## src/rtl/wb_stage.sv

```systemverilog
// wb_stage: writeback pipeline register with load extraction, fault detection and retire counter.
module wb_stage #(
    parameter int REG_ADDR_WIDTH = 5,
    parameter int REG_WIDTH = 32
) (
    input  logic                      clk,
    input  logic                      reset,
    input  logic                      stall,
    input  logic                      flush,
    input  logic                      mem_valid,
    input  logic                      mem_reg_wen,
    input  logic [REG_ADDR_WIDTH-1:0] mem_rd_addr,
    input  logic [1:0]                mem_wb_sel,
    input  logic [REG_WIDTH-1:0]      mem_alu_result,
    input  logic [REG_WIDTH-1:0]      mem_pc_plus4,
    input  logic [REG_WIDTH-1:0]      mem_load_data,
    input  logic [2:0]                mem_funct3,
    output logic                      wr_en,
    output logic [REG_ADDR_WIDTH-1:0] addr_rd,
    output logic [REG_WIDTH-1:0]      data_rd,
    output logic                      wb_valid,
    output logic                      load_fault,
    output logic [31:0]               retire_cnt
);
    logic [1:0]                off;
    logic [7:0]                ld_byte;
    logic [15:0]               ld_half;
    logic [REG_WIDTH-1:0]      load_val;
    logic                      bad_load;
    logic                      fault_d;
    logic [REG_WIDTH-1:0]      data_d;
    logic                      wb_valid_q;
    logic                      reg_wen_q;
    logic                      fault_q;
    logic [REG_ADDR_WIDTH-1:0] rd_q;
    logic [1:0]                sel_q;
    logic [REG_WIDTH-1:0]      data_q;
    logic [31:0]               retire_q;

    assign off     = mem_alu_result[1:0];
    assign ld_byte = mem_load_data[{off, 3'b000} +: 8];
    assign ld_half = mem_load_data[{off[1], 4'b0000} +: 16];

    always_comb begin
        load_val = '0;
        bad_load = 1'b0;
        case (mem_funct3)
            3'b000: load_val = {{(REG_WIDTH-8){ld_byte[7]}}, ld_byte};
            3'b100: load_val = {{(REG_WIDTH-8){1'b0}}, ld_byte};
            3'b001: begin
                load_val = {{(REG_WIDTH-16){ld_half[15]}}, ld_half};
                bad_load = off[0];
            end
            3'b101: begin
                load_val = {{(REG_WIDTH-16){1'b0}}, ld_half};
                bad_load = off[0];
            end
            3'b010: begin
                load_val = mem_load_data;
                bad_load = |off;
            end
            default: bad_load = 1'b1;
        endcase
    end

    // Faulting loads and the reserved select both register zero data.
    assign fault_d = (mem_wb_sel == 2'b01) & bad_load;
    assign data_d  = fault_d ? '0 :
                     mem_wb_sel == 2'b00 ? mem_alu_result :
                     mem_wb_sel == 2'b01 ? load_val :
                     mem_wb_sel == 2'b10 ? mem_pc_plus4 : '0;

    always_ff @(posedge clk or posedge reset) begin
        if (reset) begin
            wb_valid_q <= 1'b0;
            reg_wen_q  <= 1'b0;
            fault_q    <= 1'b0;
            rd_q       <= '0;
            sel_q      <= '0;
            data_q     <= '0;
            retire_q   <= '0;
        end else if (flush) begin
            wb_valid_q <= 1'b0;
        end else if (!stall) begin
            wb_valid_q <= mem_valid;
            reg_wen_q  <= mem_reg_wen;
            fault_q    <= fault_d;
            rd_q       <= mem_rd_addr;
            sel_q      <= mem_wb_sel;
            data_q     <= data_d;
            if (mem_valid && !fault_d)
                retire_q <= retire_q + 32'd1;
        end
    end

    assign wb_valid   = wb_valid_q;
    assign addr_rd    = rd_q;
    assign data_rd    = data_q;
    assign retire_cnt = retire_q;
    assign load_fault = wb_valid_q & fault_q;
    assign wr_en      = wb_valid_q & reg_wen_q & ~fault_q & (sel_q != 2'b11) & (|rd_q);
endmodule
```

## config.mk

```make
export PLATFORM = sky130hd
export DESIGN_NAME = wb_stage
export DESIGN_NICKNAME = d
export VERILOG_FILES = /design/src/rtl/wb_stage.sv
export SDC_FILE = /design/constraint.sdc
export NUM_CORES = 1
export LEC_CHECK = 0
export CAP_MARGIN = 20
export CORE_MARGIN = 2
export CORE_UTILIZATION = 40
export CTS_BUF_LIST = sky130_fd_sc_hd__clkbuf_8
export DETAILED_ROUTE_END_ITERATION = 16
export PLACE_DENSITY_LB_ADDON = 0.12
export REMOVE_ABC_BUFFERS = 1
export SETUP_SLACK_MARGIN = 0.1
export SYNTH_ARGS = -nofsm -noshare
export SYNTH_HDL_FRONTEND = slang
export SYNTH_SLANG_ARGS = --single-unit
```

## constraint.sdc

```tcl
create_clock -name clk -period 2.8 [get_ports clk]
set_clock_uncertainty 0.2 [all_clocks]
set_input_delay 0.42 -clock clk [delete_from_list [all_inputs] [get_ports clk]]
set_output_delay 0.42 -clock clk [all_outputs]
set_load 0.005 [all_outputs]
```

# Word level (Yosys, flattened, before mapping)

Cells that the tools add are included.

Add/sub/neg operators: 1
$mul: 0
Div/mod/pow operators: 0
$lt $le $gt $ge: 0
Equality and inequality tests: 8
Shift operators: 2
Multiplexer cells: 8
Bitwise logic cells: 9
Reduce and logical (&&, ||, !) cells: 10

Operator list:

| cell                    | count |
|---|---|
| $pmux W32 S5            | 1 |
| $mux W32                | 4 |
| $add A32 B1 Y32 const B | 1 |
| $shiftx A32 B6 Y16      | 1 |
| $shiftx A32 B6 Y8       | 1 |
| $and A1 B1 Y1           | 6 |
| $eq A3 B3 Y1 const B    | 2 |
| $reduce_or A2 Y1        | 3 |
| $reduce_or A5 Y1        | 1 |
| $eq A3 B1 Y1 const B    | 1 |
| $eq A3 B2 Y1 const B    | 1 |
| $logic_not A3 Y1        | 1 |
| $not A1 Y1              | 3 |
| $pmux W1 S3             | 1 |
| $reduce_and A3 Y1       | 1 |
| $eq A2 B1 Y1 const B    | 1 |
| $eq A2 B2 Y1 const B    | 1 |
| $logic_not A2 Y1        | 1 |
| $mux W1                 | 2 |
| $ne A2 B1 Y1 const B    | 1 |
| $ne A2 B2 Y1 const B    | 1 |
| $reduce_and A2 Y1       | 1 |
| $logic_and A1 B1 Y1     | 1 |
| $logic_not A1 Y1        | 1 |

Flip-flop bits (word level): 74
Latch bits: 0
Memory bits (writable): 0
Memory bits (read-only): 0
Bits of input ports: 112
Output and inout port bits: 72
Word-level logic and storage cells: 45
Memories kept: 0

# Depth between registers and ports, before layout

Gate-level depths: netlist (run 1).

Word-level depth: 7
Mapped depth: 7
Mapped depth without buffers: 5

# Worst setup path after synthesis (run 1)

OpenSTA, ideal clock, no wires.

Path type: input-to-reg
Start: in mem_wb_sel[1]
End: reg retire_q[1] (netlist: retire_cnt[1])
Setup time: 0.125 ns
Arrival: 1.730 ns
Required time: 2.475 ns
Path slack: 0.745 ns
Stages: 7
Buffers on the path: 2
Cell sequence: clkbuf_1 nand2b_1 nor3_4 nor2_1 buf_4 nand2_1 mux2_2

Word-level cells in the longest chain between the ends: 5

Ends and longest elaborated chain:

| what                        | RTL line | RTL |
|---|---|---|
| start, declared             | 13       | `input logic [1:0] mem_wb_sel,` |
| $eq A2 B1 Y1                | 67       | `assign fault_d = (mem_wb_sel == 2'b01) & bad_load;` |
| $and A1 B1 Y1               | 67       |  |
| $logic_not A1 Y1            | 91       | `if (mem_valid && !fault_d)` |
| $logic_and A1 B1 Y1         | 91       |  |
| $reduce_and A3 Y1 (no line) | -        |  |
| end signal, assigned        | 92       | `retire_q <= retire_q + 32'd1;` |
| end, declared               | 38       | `logic [31:0] retire_q;` |

No other way between the ends.
A chain may end at the register's enable or synchronous reset.

# Worst setup path in the final report (run 1)

Start: in mem_funct3[0]
End: reg data_q[3] (netlist: data_rd[3])

Word-level cells in the longest chain between the ends: 5
Elaborated cells on any way between the ends: 13
Classes of those cells: eq/ne: 4; mux: 5; bitwise: 1; reduce/logical: 3

Ends and longest elaborated chain:

| what                                                    | RTL line | RTL |
|---|---|---|
| start, declared                                         | 17       | `input logic [2:0] mem_funct3,` |
| $eq A3 B2 Y1 (tied with other cells)                    | 47       | `case (mem_funct3)` |
| $pmux W32 S5 / $reduce_or A2 Y1 (equally long branches) | -        |  |
| $mux W32 / $pmux W1 S3 (equally long branches)          | 70, 47   |  |
| $mux W32 / $and A1 B1 Y1 (equally long branches)        | 69, 67   |  |
| $mux W32 (*)                                            | 68       | `assign data_d = fault_d ? '0 :` |
| end signal, assigned                                    | 90       | `data_q <= data_d;` |
| end, declared                                           | 37       | `logic [REG_WIDTH-1:0] data_q;` |

Every way passes the cells marked *; elsewhere a longest branch is shown, timed or not.

==> results of run 1 <==
## stage by stage
stage,hold WS [ns],power (mW),TNS [ns]
after floorplan,0.246,1.53,0
after global placement,0.258,2.02,0
after detailed placement,0.269,2.03,-0.0594
after CTS,0.160,2.96,0
after global routing,0.199,3.07,0
final,0.160,2.94,0
## cells in the mapped netlist (all sizes together), types with 7 or more instances
cell type / number
o221ai: 26
nor2: 18
nand2: 62
mux2i: 34
nand3: 18
xnor2: 28
nand4: 7
buf: 16
clkbuf: 11
a221oi: 9
o21ai: 7
a21oi: 18
dfrtp: 74
and3: 9
## worst max-delay path, cell delays in order
cell             delay (ns)
clkdlybuf4s50_1        0.66
and2b_2                0.28
o31ai_1                0.65
a221oi_1               0.17
o21ai_0                0.22
a32o_1                 0.19
## layer usage
| metal | global-route usage | vias to the layer above | part of all wire |
|---|---|---|---|
| met3 | 0.0521 | 22 | 0.069 |
| li1 | - | 1864 | - |
| met5 | 0 | - | 0 |
| met2 | 0.391 | 157 | 0.47 |
| met4 | 0.0949 | 0 | 0.022 |
| met1 | 0.323 | 1908 | 0.44 |
## layout make-up
class | instances | area, µm² | share of cell area
clock inverter | 7 | 93.8 | 0.0146
clock buffer | 9 | 124 | 0.0193
multi-input combinational | 295 | 2140 | 0.332
inverter | 4 | 16.3 | 0.00253
sequential | 74 | 1850 | 0.288
timing repair buffer | 206 | 2040 | 0.317
tap | 136 | 170 | 0.0265
## final timing paths
path                            cells after the start  slack (ns)             end
min in group clk                                    2        0.28       reg_wen_q
worst max-delay path                                6        0.28      data_rd[3]
worst min-delay path                                2        0.16  retire_cnt[17]
worst max register to register                      5        0.60  retire_cnt[21]
max in group asynchronous                           3        1.60      addr_rd[4]
worst min register to register                      2        0.28       reg_wen_q
## flip-flops by register name, indices dropped and copies added (netlist names)
signal / cells
addr_rd: 5
wb_valid: 1
reg_wen_q: 1
sel_q: 2
retire_cnt: 32
fault_q: 1
data_rd: 32
## cells by family (layout without fill, tap and decap cells)
| logic type | after synthesis | after routing | share of synthesized area |
|---|---|---|---|
| buffers and inverters | 31 | 226 | 0.0400 |
| adders and majority gates | 1 | 1 | 0.00301 |
| muxes | 40 | 40 | 0.0981 |
| xor gates and xnor gates | 31 | 31 | 0.0671 |
| AOI/OAI and AO/OA | 80 | 80 | 0.147 |
| and+or+nand+nor | 143 | 143 | 0.199 |
| DFF | 74 | 74 | 0.446 |
## power groups by stage
stage	clock network, mW	logic [mW]	registers [mW]
after floorplan	0	0.250	1.28
after global placement	0	0.743	1.28
after detailed placement	0	0.755	1.28
after CTS	0.940	0.761	1.26
after global routing	0.982	0.816	1.28
final	0.929	0.754	1.26
==> results.cfg, run 1 <==
[yosys]
ys_seq_area_frac = 0.446
synth_top_area_frac = 0.446
ys.warnings.count = 0
ys_seq_elements = 74
synth.area.top_cells = dfrtp_1, mux2i_1, xnor2_1
ys.flop_type = dfrtp_1
avgSynthCellArea_um2 = 10.4
synth_cells = 400
async_flop_share = 1.00
yosysTopAreaCell = dfrtp_1
syn_area_mm2 = 0.00416
synth_edf_count = 0
yosys.cell_types.count = 52

[worst_setup_path]
timing.rr.start = retire_cnt[8]
critical_path_class = in -> reg
worstPathRequired_ns = 2.88
crit_path_end_kind = register
cp-start-kind = input port
startpoint = mem_funct3[0]
critical_path_arrival_ns = 2.60
critPathMaxFanout = 7

[detailed_routing]
drcViolationCount = 0
vias_per_cell = 5.40
num_vias = 3951
drt-initial-drc-count = 253
routed_wl_mm = 13.1
wl_per_cell_um = 18.0
antenna_left = 0
dr.pass1.iters = 7

[floorplan]
fp.dieW_um = 106
dieArea_mm2 = 0.0112
die_h_um = 106
ioPinCount = 184
placementRows = 37
core_area_mm2 = 0.0102
start_util = 0.408

[clock_tree]
cts.sink_count = 74
post_cts_buffers = 0
cts-root-buf = clkbuf_8
cts-htree-levels = 3
clk_pin_slew_worst_paths_ns = 0.08
cts_buffer_depth = 2
clk_latency_ns = 0.35
cts_buffers = 9
cts-resized-gates = 0
cts_tree = done
cts_hold_buf = 0

[sta]
max_freq_mhz = 397
fin_crit_sh = 0.899
slew_headroom = 0.466
rsz0062_at_grt = no
setup_slack_ns = 0.283
timing_hold_violations_final = 0
fin_crit_ns = 2.52
finalMaxSlewViolations = 0
finalSetupViolCount = 0
worstMarginPinSlew_ns = 0.794

[hold_path]
hold_class = in -> async

[layout]
drive_gt1_frac = 0.114
area_growth_pct = 54.7
final_common_cell = clkdlybuf4s50_1
final_core_util = 0.631
layout_common_cells = clkdlybuf4s50_1, dfrtp_1, nand2_1
antenna_cells = 0
nFillCells = 873
fin_nets = 703
instances_no_fill = 731
fin_area_mm2 = 0.00643

[power_and_ir_drop]
power.density_mw_per_mm2 = 457
combPwrFrac = 0.257
power_leakage_nw = 2.71
vdd_ir_drop_max_v = 0.000267
swShare = 0.274
p_int_mw = 2.14
seqPwrFrac = 0.428
netSwitchingPower_uw = 804
clkPwrFrac = 0.316

[global_routing]
grt_pass1_wl_mm = 21.5
grt_overflow = 0
grt_max_degree = 33
grt_pass1_vias = 4145
antenna_found_initial = 0
grt_usage = 0.244

[placement]
post-dp-hpwl_mm = 9.95
place_area_mm2 = 0.00621
place_congestion = 0.841
place_ws_ns = -0.0301
port_buffers = 183
dp.cells = 715

[job]
max_cap_viol_count = 0

[outcome]
status = completed
No activity file was read; power rests on OpenSTA's default activity.
==> inputs of run 2 (changes only) <==
CTS_CLUSTER_DIAMETER = 200   (was not set)
clock period = 3.1 ns   (was 2.8 ns; I/O delays follow)
==> results.cfg, run 2 (same netlist as run 1, synthesis figures left out) <==
[outcome]
status = completed

[hold_path]
hold_class = reg -> reg
holdCritStartpoint = data_rd[15]

[clock_tree]
cts_buffers = 9
clk_latency_ns = 0.36
post_cts_buffers = 0
cts_tree = done
cts-root-buf = clkbuf_8
cts_buffer_depth = 2
cts_hold_buf = 0
cts.sink_count = 74
cts-htree-levels = 3
cts-resized-gates = 0
clk_pin_slew_worst_paths_ns = 0.08

[global_routing]
grt_pass1_vias = 4140
antenna_found_initial = 0
grt_usage = 0.240
grt_max_degree = 75
grt_pass1_wl_mm = 21.1
grt_overflow = 0

[worst_setup_path]
timing.rr.start = retire_cnt[8]
critPathMaxFanout = 3
startpoint = addr_rd[1]
worstPathRequired_ns = 2.43
critical_path_arrival_ns = 1.89
cp-start-kind = register
crit_path_end_kind = output pin
critical_path_class = reg -> out

[detailed_routing]
antenna_left = 0
routed_wl_mm = 13.0
dr.pass1.iters = 5
drcViolationCount = 0
num_vias = 3972
drt-initial-drc-count = 192
wl_per_cell_um = 18.0
vias_per_cell = 5.49

[layout]
multi_input_area_mm2 = 0.00214
layout_common_cells = clkdlybuf4s50_1, dfrtp_1, nand2_1
fin_nets = 696
antenna_cells = 0
nFillCells = 848
final_common_cell = clkdlybuf4s50_1
drive_gt1_frac = 0.105
area_growth_pct = 51.9
ff_latch_area_mm2 = 0.00185

[power_and_ir_drop]
netSwitchingPower_uw = 725
seqPwrFrac = 0.454
power_leakage_nw = 2.65
p_int_mw = 1.78
power.density_mw_per_mm2 = 397
combPwrFrac = 0.266
vdd_ir_drop_max_v = 0.000207
power.total_mw = 2.51
clkPwrFrac = 0.279
swShare = 0.289

[sta]
slew_headroom = 0.297
fin_crit_sh = 0.825
worstMarginPinSlew_ns = 1.05
max_freq_mhz = 391
timing_hold_violations_final = 0
rsz0062_at_grt = no
finalSetupViolCount = 0
finalMaxSlewViolations = 0
finalSetupTns_ns = 0
fin_crit_ns = 2.56

[floorplan]
placementRows = 37
start_util = 0.408
core_area_mm2 = 0.0102
fp.dieW_um = 106
die_h_um = 106
ioPinCount = 184
dieArea_mm2 = 0.0112

[placement]
post-dp-hpwl_mm = 9.67
port_buffers = 183
place_congestion = 0.841

[job]
max_cap_viol_count = 0
run 2: power by group through the flow:
stage                     Sequential (mW)  Clock, mW  Combinational (mW)
final                                1.14      0.701               0.668
after global routing                 1.15      0.766               0.727
after CTS                            1.14      0.727               0.674
after detailed placement             1.16          0               0.672
after global placement               1.15          0               0.663
after floorplan                      1.15          0               0.226
run 2: per-layer routing:
metal,part of all wire,GRT usage,up-vias
met4,0.021,0.0865,0
met3,0.071,0.0674,20
met5,0,0,-
li1,-,-,1852
met2,0.48,0.387,152
met1,0.43,0.309,1948
run 2: final timing paths:
kind	to	slack, ns	depth (start not counted)
setup / recovery	wr_en	0.54	4
hold / removal	data_rd[15]	0.28	2
setup reg to reg	retire_cnt[28]	0.92	5
hold reg to reg	data_rd[15]	0.28	2
max in group asynchronous	data_rd[11]	2.06	3
min in group asynchronous	retire_cnt[21]	0.31	3
run 2: layout make-up:
class | count | share of cell area
clock buffers | 10 | 0.0218
clock inverters | 6 | 0.00654
inverters | 4 | 0.00258
multi-input cells | 295 | 0.339
flip-flops and latches | 74 | 0.293
well taps | 136 | 0.0269
repair buffers | 199 | 0.310
run 2: through the flow:
step                      worst slack (ns)  area, µm²  hold WS [ns]   util  cells
after floorplan                      0.553       4010         0.246      -    373
after global placement               0.314       6140         0.257  0.602    708
after detailed placement             0.227       6140         0.267  0.602    708
after CTS                            0.512       6310         0.288  0.620    724
after global routing                 0.395       6310         0.297  0.620    724
final                                0.541       6310         0.284  0.620    724
run 2: critical path, stage by stage (launching register included):
cell	delay, ns
dfrtp_1	0.40
or4_1	0.53
nor2_1	0.12
nor3_1	0.06
clkdlybuf4s50_1	0.45
